## src/rtl/opfetch_stage_pkg.sv

```systemverilog
// -----------------------------------------------------------------------------
// opfetch_stage_pkg
// Shared definitions for the operand-fetch stage: architectural sizes,
// instruction field layout, ALU opcode map and small decode helpers.
// No ports (package).
// -----------------------------------------------------------------------------
package opfetch_stage_pkg;

    localparam int NREGS = 16;
    localparam int XLEN  = 32;
    localparam int REG_W = $clog2(NREGS);
    localparam int OP_W  = 5;
    localparam int IMM_W = 16;

    // Instruction field offsets
    localparam int OP_LSB  = 27;
    localparam int RI_BIT  = 26;
    localparam int RD_LSB  = 22;
    localparam int RS1_LSB = 18;
    localparam int RS2_LSB = 14;
    localparam int IMM_LSB = 0;

    typedef enum logic [OP_W-1:0] {
        ALUOP_ADD  = 5'h00,
        ALUOP_SUB  = 5'h01,
        ALUOP_AND  = 5'h02,
        ALUOP_OR   = 5'h03,
        ALUOP_XOR  = 5'h04,
        ALUOP_SHL  = 5'h05,
        ALUOP_SHR  = 5'h06,
        ALUOP_SRA  = 5'h07,
        ALUOP_MUL  = 5'h08,
        ALUOP_CMP  = 5'h09,
        ALUOP_MOV  = 5'h0A,
        ALUOP_MOVH = 5'h0B,
        ALUOP_NOT  = 5'h0C,
        ALUOP_NEG  = 5'h0D
    } aluop_e;

    localparam logic [OP_W-1:0] ALU_OP_MAX = 5'h0D;

    typedef struct packed {
        logic [OP_W-1:0]  op;
        logic             ri;
        logic [REG_W-1:0] rd;
        logic [REG_W-1:0] rs1;
        logic [REG_W-1:0] rs2;
        logic [IMM_W-1:0] imm;
    } decoded_t;

    function automatic decoded_t decode_instr(input logic [XLEN-1:0] instr);
        decoded_t d;
        d.op  = instr[OP_LSB  +: OP_W];
        d.ri  = instr[RI_BIT];
        d.rd  = instr[RD_LSB  +: REG_W];
        d.rs1 = instr[RS1_LSB +: REG_W];
        d.rs2 = instr[RS2_LSB +: REG_W];
        d.imm = instr[IMM_LSB +: IMM_W];
        return d;
    endfunction

    // One-hot mask selecting a single scoreboard bit.
    function automatic logic [NREGS-1:0] reg_mask(input logic [REG_W-1:0] r);
        logic [NREGS-1:0] m;
        m    = '0;
        m[r] = 1'b1;
        return m;
    endfunction

endpackage

```

## src/rtl/opfetch_stage_if.sv

```systemverilog
// -----------------------------------------------------------------------------
// opfetch_stage_if
// Bundles the three channels of the operand-fetch stage:
//   upstream  : in_valid, in_ready, instr
//   downstream: out_valid, out_ready, val1, val2, aluop, is_alu_op, out_rd
//   writeback : wb_en, wb_rd, wb_data
// slave  = the stage itself; master = the surrounding pipeline / bench.
// -----------------------------------------------------------------------------
interface opfetch_stage_if;
    import opfetch_stage_pkg::*;

    logic                  in_valid;
    logic                  in_ready;
    logic [XLEN-1:0]       instr;

    logic                  out_valid;
    logic                  out_ready;
    logic [XLEN-1:0]       val1;
    logic [XLEN-1:0]       val2;
    logic [OP_W-1:0]       aluop;
    logic                  is_alu_op;
    logic [REG_W-1:0]      out_rd;

    logic                  wb_en;
    logic [REG_W-1:0]      wb_rd;
    logic [XLEN-1:0]       wb_data;

    modport slave (
        input  in_valid, instr, out_ready, wb_en, wb_rd, wb_data,
        output in_ready, out_valid, val1, val2, aluop, is_alu_op, out_rd
    );

    modport master (
        output in_valid, instr, out_ready, wb_en, wb_rd, wb_data,
        input  in_ready, out_valid, val1, val2, aluop, is_alu_op, out_rd
    );

endinterface

```

## src/rtl/opfetch_stage_regfile.sv

```systemverilog
// -----------------------------------------------------------------------------
// opfetch_stage_regfile
// DEPTH x DATA_W register file, entry 0 hard-wired to zero.
//   clk, rst          : clock, synchronous active-high reset (clears all entries)
//   we, waddr, wdata  : synchronous write port (ignored for entry 0 and in reset)
//   raddr1 / rdata1   : asynchronous read port 1, bypasses a same-cycle write
//   raddr2 / rdata2   : asynchronous read port 2, bypasses a same-cycle write
// -----------------------------------------------------------------------------
module opfetch_stage_regfile #(
    parameter  int DATA_W = 32,
    parameter  int DEPTH  = 16,
    localparam int AW     = $clog2(DEPTH)
) (
    input  logic              clk,
    input  logic              rst,
    input  logic              we,
    input  logic [AW-1:0]     waddr,
    input  logic [DATA_W-1:0] wdata,
    input  logic [AW-1:0]     raddr1,
    output logic [DATA_W-1:0] rdata1,
    input  logic [AW-1:0]     raddr2,
    output logic [DATA_W-1:0] rdata2
);

    logic [DATA_W-1:0] mem [DEPTH];

    always_ff @(posedge clk) begin
        if (rst) begin
            for (int i = 0; i < DEPTH; i++) begin
                mem[i] <= '0;
            end
        end else if (we && (waddr != '0)) begin
            mem[waddr] <= wdata;
        end
    end

    always_comb begin
        rdata1 = mem[raddr1];
        if (raddr1 == '0) begin
            rdata1 = '0;
        end else if (we && (waddr == raddr1)) begin
            rdata1 = wdata;
        end
    end

    always_comb begin
        rdata2 = mem[raddr2];
        if (raddr2 == '0) begin
            rdata2 = '0;
        end else if (we && (waddr == raddr2)) begin
            rdata2 = wdata;
        end
    end

endmodule

```

## src/rtl/opfetch_stage.sv

```systemverilog
// -----------------------------------------------------------------------------
// opfetch_stage
// Operand fetch / issue stage in front of the ALU. Decodes one instruction per
// cycle, reads the register file (with writeback bypass), stalls on pending
// sources or destination, and registers the operands for the execute stage.
//   clk  : clock
//   rst  : synchronous active-high reset
//   bus  : opfetch_stage_if.slave (upstream, downstream and writeback channels)
// -----------------------------------------------------------------------------
module opfetch_stage
    import opfetch_stage_pkg::*;
(
    input  logic             clk,
    input  logic             rst,
    opfetch_stage_if.slave   bus
);

    decoded_t              dec_p0;
    logic [XLEN-1:0]       rs1_data_p0;
    logic [XLEN-1:0]       rs2_data_p0;
    logic [XLEN-1:0]       val1_p0;
    logic [XLEN-1:0]       val2_p0;
    logic                  is_alu_p0;
    logic                  hazard_p0;
    logic                  in_ready_p0;
    logic                  vld_p0;

    logic [NREGS-1:0]      pend;
    logic [NREGS-1:0]      pend_live;
    logic [NREGS-1:0]      clr_mask;
    logic [NREGS-1:0]      set_mask;

    logic                  vld_p1;
    logic [XLEN-1:0]       val1_p1;
    logic [XLEN-1:0]       val2_p1;
    logic [OP_W-1:0]       aluop_p1;
    logic                  is_alu_p1;
    logic [REG_W-1:0]      rd_p1;

    function automatic logic [XLEN-1:0] sext_imm16(input logic [IMM_W-1:0] imm);
        logic signed [IMM_W-1:0] imm_s;
        logic signed [XLEN-1:0]  imm_x;
        imm_s = imm;
        imm_x = imm_s;
        return imm_x;
    endfunction

    // ---- p0: decode, register read, hazard check ----
    assign dec_p0 = decode_instr(bus.instr);

    opfetch_stage_regfile #(
        .DATA_W (XLEN),
        .DEPTH  (NREGS)
    ) u_regfile (
        .clk    (clk),
        .rst    (rst),
        .we     (bus.wb_en),
        .waddr  (bus.wb_rd),
        .wdata  (bus.wb_data),
        .raddr1 (dec_p0.rs1),
        .rdata1 (rs1_data_p0),
        .raddr2 (dec_p0.rs2),
        .rdata2 (rs2_data_p0)
    );

    assign is_alu_p0 = (dec_p0.op <= ALU_OP_MAX);
    assign val1_p0   = rs1_data_p0;

    always_comb begin
        val2_p0 = rs2_data_p0;
        if (dec_p0.ri) begin
            if (dec_p0.op == ALUOP_MOVH) begin
                val2_p0 = {dec_p0.imm, {(XLEN-IMM_W){1'b0}}};
            end else begin
                val2_p0 = sext_imm16(dec_p0.imm);
            end
        end
    end

    // A writeback landing this cycle resolves its register: the read port
    // bypasses it, so the bit is treated as already clear for hazard purposes.
    assign clr_mask  = bus.wb_en ? reg_mask(bus.wb_rd) : '0;
    assign pend_live = pend & ~clr_mask;

    // in_valid is deliberately kept out of this term so in_ready never
    // depends combinationally on in_valid.
    assign hazard_p0 = pend_live[dec_p0.rs1]
                     | (!dec_p0.ri && pend_live[dec_p0.rs2])
                     | pend_live[dec_p0.rd];

    assign in_ready_p0 = !rst && !hazard_p0 && (!vld_p1 || bus.out_ready);
    assign vld_p0      = bus.in_valid && in_ready_p0;

    // Set is applied after clear so a same-cycle set/clear of one bit leaves it set.
    assign set_mask = (vld_p0 && is_alu_p0 && (dec_p0.rd != '0)) ? reg_mask(dec_p0.rd) : '0;

    always_ff @(posedge clk) begin
        if (rst) begin
            pend <= '0;
        end else begin
            pend <= pend_live | set_mask;
        end
    end

    // ---- p1: issue register toward execute ----
    always_ff @(posedge clk) begin
        if (rst) begin
            vld_p1    <= 1'b0;
            val1_p1   <= '0;
            val2_p1   <= '0;
            aluop_p1  <= '0;
            is_alu_p1 <= 1'b0;
            rd_p1     <= '0;
        end else if (vld_p0) begin
            vld_p1    <= 1'b1;
            val1_p1   <= val1_p0;
            val2_p1   <= val2_p0;
            aluop_p1  <= dec_p0.op;
            is_alu_p1 <= is_alu_p0;
            rd_p1     <= dec_p0.rd;
        end else if (bus.out_ready) begin
            vld_p1    <= 1'b0;
        end
    end

    assign bus.in_ready  = in_ready_p0;
    assign bus.out_valid = vld_p1;
    assign bus.val1      = val1_p1;
    assign bus.val2      = val2_p1;
    assign bus.aluop     = aluop_p1;
    assign bus.is_alu_op = is_alu_p1;
    assign bus.out_rd    = rd_p1;

endmodule

```

## src/flat_wrapper.sv

```systemverilog
// flat-port wrapper written by rule: the top's interface ports become plain ports
module opfetch_stage_flat import opfetch_stage_pkg::*;
  (clk, rst, bus_in_valid, bus_instr, bus_out_ready, bus_wb_en, bus_wb_rd, bus_wb_data, bus_in_ready, bus_out_valid, bus_val1, bus_val2, bus_aluop, bus_is_alu_op, bus_out_rd);
  opfetch_stage_if bus_i ();
  input  logic clk;
  input  logic rst;
  input wire logic [$bits(bus_i.in_valid)-1:0] bus_in_valid;
  input wire logic [$bits(bus_i.instr)-1:0] bus_instr;
  input wire logic [$bits(bus_i.out_ready)-1:0] bus_out_ready;
  input wire logic [$bits(bus_i.wb_en)-1:0] bus_wb_en;
  input wire logic [$bits(bus_i.wb_rd)-1:0] bus_wb_rd;
  input wire logic [$bits(bus_i.wb_data)-1:0] bus_wb_data;
  output wire logic [$bits(bus_i.in_ready)-1:0] bus_in_ready;
  output wire logic [$bits(bus_i.out_valid)-1:0] bus_out_valid;
  output wire logic [$bits(bus_i.val1)-1:0] bus_val1;
  output wire logic [$bits(bus_i.val2)-1:0] bus_val2;
  output wire logic [$bits(bus_i.aluop)-1:0] bus_aluop;
  output wire logic [$bits(bus_i.is_alu_op)-1:0] bus_is_alu_op;
  output wire logic [$bits(bus_i.out_rd)-1:0] bus_out_rd;
  assign bus_i.in_valid = bus_in_valid;
  assign bus_i.instr = bus_instr;
  assign bus_i.out_ready = bus_out_ready;
  assign bus_i.wb_en = bus_wb_en;
  assign bus_i.wb_rd = bus_wb_rd;
  assign bus_i.wb_data = bus_wb_data;
  assign bus_in_ready = bus_i.in_ready;
  assign bus_out_valid = bus_i.out_valid;
  assign bus_val1 = bus_i.val1;
  assign bus_val2 = bus_i.val2;
  assign bus_aluop = bus_i.aluop;
  assign bus_is_alu_op = bus_i.is_alu_op;
  assign bus_out_rd = bus_i.out_rd;
  opfetch_stage u_core (.clk(clk), .rst(rst), .bus(bus_i));
endmodule
```

## config.mk

```make
export PLATFORM = sky130hd
export DESIGN_NAME = opfetch_stage_flat
export DESIGN_NICKNAME = d
export VERILOG_FILES = /design/src/rtl/opfetch_stage_pkg.sv /design/src/rtl/opfetch_stage_if.sv /design/src/rtl/opfetch_stage_regfile.sv /design/src/rtl/opfetch_stage.sv /design/src/flat_wrapper.sv
export SDC_FILE = /design/constraint.sdc
export NUM_CORES = 1
export LEC_CHECK = 0
export CORE_MARGIN = 2
export CORE_UTILIZATION = 35
export DETAILED_ROUTE_END_ITERATION = 8
export DONT_BUFFER_PORTS = 1
export GPL_TIMING_DRIVEN = 1
export PLACE_DENSITY = 0.63
export SYNTH_ARGS = -nofsm -noshare
export SYNTH_HDL_FRONTEND = slang
export SYNTH_HIERARCHICAL = 1
export SYNTH_SLANG_ARGS = --single-unit
```

## constraint.sdc

```tcl
create_clock -name clk -period 3.37 [get_ports clk]
set_input_delay 0.674 -clock clk [delete_from_list [all_inputs] [get_ports clk]]
set_output_delay 0.674 -clock clk [all_outputs]
set_load 0.005 [all_outputs]
```

==> flow_metrics.tcl <==
set metrics [dict create \
    status "completed" \
    max_clock_freq_mhz 313 \
    synth.distinct_cells 59 \
    core_region_area_um2 93000 \
    cts-htree-levels 3 \
    drv_cap 0 \
    period_needed_ns 3.20 \
    yosysWarnings 6 \
    fin_crit_sh 0.949 \
    post_cts_buffers 0 \
    path_buf_inv 0 \
    drc 0 \
    cts_resized 0 \
    dp_hpwl_mm 55.0 \
    p_per_area_nw_per_um2 491 \
    ys_seq_area_frac 0.524 \
    fill_cells 8713 \
    setup_tns_ns 0 \
    slowest_delay_ns 0.51 \
    routabilityCongestion 0.815 \
    setup_violations 0 \
    worstHoldPathType "input pin to register" \
    slew_violations 0 \
    ant_nets 0 \
    tightest_slew_ns 0.850 \
    cp_slowest_cell "or3b_2" \
    portBuffers 0 \
    rsz0062_at_grt "false" \
    cts_buffer_depth 3 \
    synthCells 2383 \
    busiest_layer "met2" \
    use_met3 0.0429 \
    antenna_found_initial 8 \
    crit_cells 6 \
    cts-buffers-inserted 67 \
    grt_use_met2 0.348 \
    die_y_um 310 \
    cts_num_sinks 603 \
    die-area_um2 96200 \
    drive_gt1_frac 0.206 \
    overflow 0 \
    async_flop_share 0 \
    startpoint "bus_wb_rd[2]" \
    routed_via_density 5.82 \
    grtUsageTotal 0.202 \
    fin_cells 3599 \
    cts.clk_slew.worst_paths_ns 0.06 \
    synth_edf_count 512 \
    peakVddDrop_v 0.000283 \
    fp.dieW_um 310 \
    io_pins 149 \
    grt_pass1_wl_mm 143 \
    max_slew_margin 0.434 \
    std_cell_rows 112 \
    syn_area_um2 32800 \
    min_from "rst" \
    cpLargestDelayFamily "compound AO/OA/AOI/OAI gates" \
    r2r_setup_slack_ns 0.92 \
    worstSetupPathType "input pin to output pin" \
    firstDrtPassIters 9 \
    routed_wl_mm 97.8 \
    vias 20900 \
    nets 2370 \
    avgSynthCellArea_um2 13.8 \
    dp_cells 3482 \
    crit_required_ns 2.70 \
    synth_top_area_cell "edfxtp_1" \
    synth_commonest_cells "edfxtp_1 (512), and2_1 (481), mux4_2 (258)" \
    grt_max_degree 142 \
    drt-initial-drc-count 2206 \
    met1_usage 0.250 \
    insertion_delay_ns 0.61 \
    cts_tree "built" \
    synth_top_cell_area_share 0.469 \
    end_kind "output pin" \
    power.leakage_uw 0.0123 \
    worstPathCellList "or3b_2 > o311ai_0 > a2111o_1 > o211ai_1 > a31oi_2 > and3_1" \
    reg2regPathDepth 7 \
    skew_ns 0.0229 \
    timing.rr.start "u_core/pend[10]" \
    syn2layout_area_growth_pct 9.67 \
    first_global_vias 21800 \
    worstSetupEndpoint "bus_in_ready" \
    worst_ep_arrival_time_ns 2.52 \
    hold_violations 0 \
    crit_fanout 15 \
    hold_depth 1 \
    yosys.cell_count.top_type "edfxtp_1" \
    hold_buffers 0 \
    crit_path_start_kind "input pin" \
    initial_core_util 0.352 \
    yosys-top-cells-area "edfxtp_1 (47%), mux4_2 (18%), and2_1 (9.2%)" \
    ys_ff_latch 603 \
    ys.flop_type "edfxtp_1" \
    cts-root-buf "clkbuf_16" \
    timing.rr.end "u_core/pend[8]" \
    wl_per_cell_um 27.2 \
]
[sequential cells by signal, indices dropped and copies added, names as in the netlist]
| signal | count |
|---|---|
| u_core/bus.aluop | 5 |
| u_core/bus.is_alu_op | 1 |
| u_core/bus.out_rd | 4 |
| u_core/bus.out_valid | 1 |
| u_core/bus.val1 | 32 |
| u_core/bus.val2 | 32 |
| u_core/pend | 16 |
| u_core/u_regfile/mem | 512 |
[worst register-to-register path, cell delays in order (launching register included)]
cell and delay, ns:
dfxtp_1 0.32, o31a_1 0.14, mux4_2 0.48, o2111ai_2 0.23, o211a_1 0.27, nand4_1 0.44, buf_4 0.35, o22ai_1 0.15
[cells in the final DEF (no fill, tap or decap), types with 13 or more instances in the layout]
cell	Yosys	routed
clkbuf_16	0	70
a311oi_1	18	18
nand2b_1	88	88
buf_4	4	37
a32o_1	62	62
buf_12	6	13
edfxtp_1	512	512
a31oi_1	37	34
o22ai_1	13	13
mux4_2	258	258
nand2_1	155	155
and2_1	481	481
nand3b_1	68	68
conb_1	1	32
mux2i_1	89	89
dfxtp_1	91	91
o21ai_0	23	23
or2_2	16	16
mux2_2	40	40
nor2b_1	67	67
a21oi_1	16	16
[through the flow]
step                power (uW)  worst slack, ns  utilization  hold slack (ns)  instance area, um^2
global placement         10700            0.283        0.364            0.486                33900
global route             18200            0.121        0.387            0.128                36000
finish                   17600            0.173        0.387            0.158                36000
detailed placement       10800            0.190        0.364            0.489                33900
CTS                      17700            0.205        0.387            0.121                36000
floorplan                10400            0.116            -            0.465                32900
[metal layers]
layer	share of wire	vias up
met2	0.49	987
met3	0.095	197
li1	-	8815
met5	0.00021	-
met4	0.030	4
met1	0.38	10900
[worst min-delay path by stage]
stage / slack, ns / to
finish: 0.16 / u_core/bus.out_valid
floorplan: 0.47 / u_core/pend[0]
detailed placement: 0.49 / u_core/bus.val2[21]
global route: 0.13 / u_core/bus.val2[11]
CTS: 0.12 / u_core/bus.val2[12]
global placement: 0.49 / u_core/bus.val2[19]
[area by class of cell]
cell class                      instances  area [um^2]  area share
Tap cell                             1254         1570      0.0436
Sequential cell                       603        17200       0.478
Timing Repair Buffer                   50          538      0.0150
Inverter                                7         26.3    0.000731
Clock buffer                           87         1870      0.0519
Multi-Input combinational cell       1568        14600       0.405
Clock inverter                         29          191     0.00532
Antenna cell                            1         2.50   0.0000696
[report_power, final]
| group | leakage, uW | internal [uW] | switching (uW) |
|---|---|---|---|
| clock network | 0.00102 | 4040 | 2990 |
| logic | 0.00562 | 985 | 838 |
| registers | 0.00563 | 8550 | 243 |
| total | 0.0123 | 13600 | 4070 |
[logic make-up (layout without fill, tap and decap cells)]
kind of cell | Yosys count | in the layout | synth area share
compound gates | 216 | 216 | 0.0511
xor+xnor | 8 | 8 | 0.00214
buf+inv | 243 | 173 | 0.0377
flops | 603 | 603 | 0.524
mux | 388 | 388 | 0.219
other cells | 1 | 33 | 0.000114
simple gates | 924 | 924 | 0.166
Power figures use the tool's default switching activity.
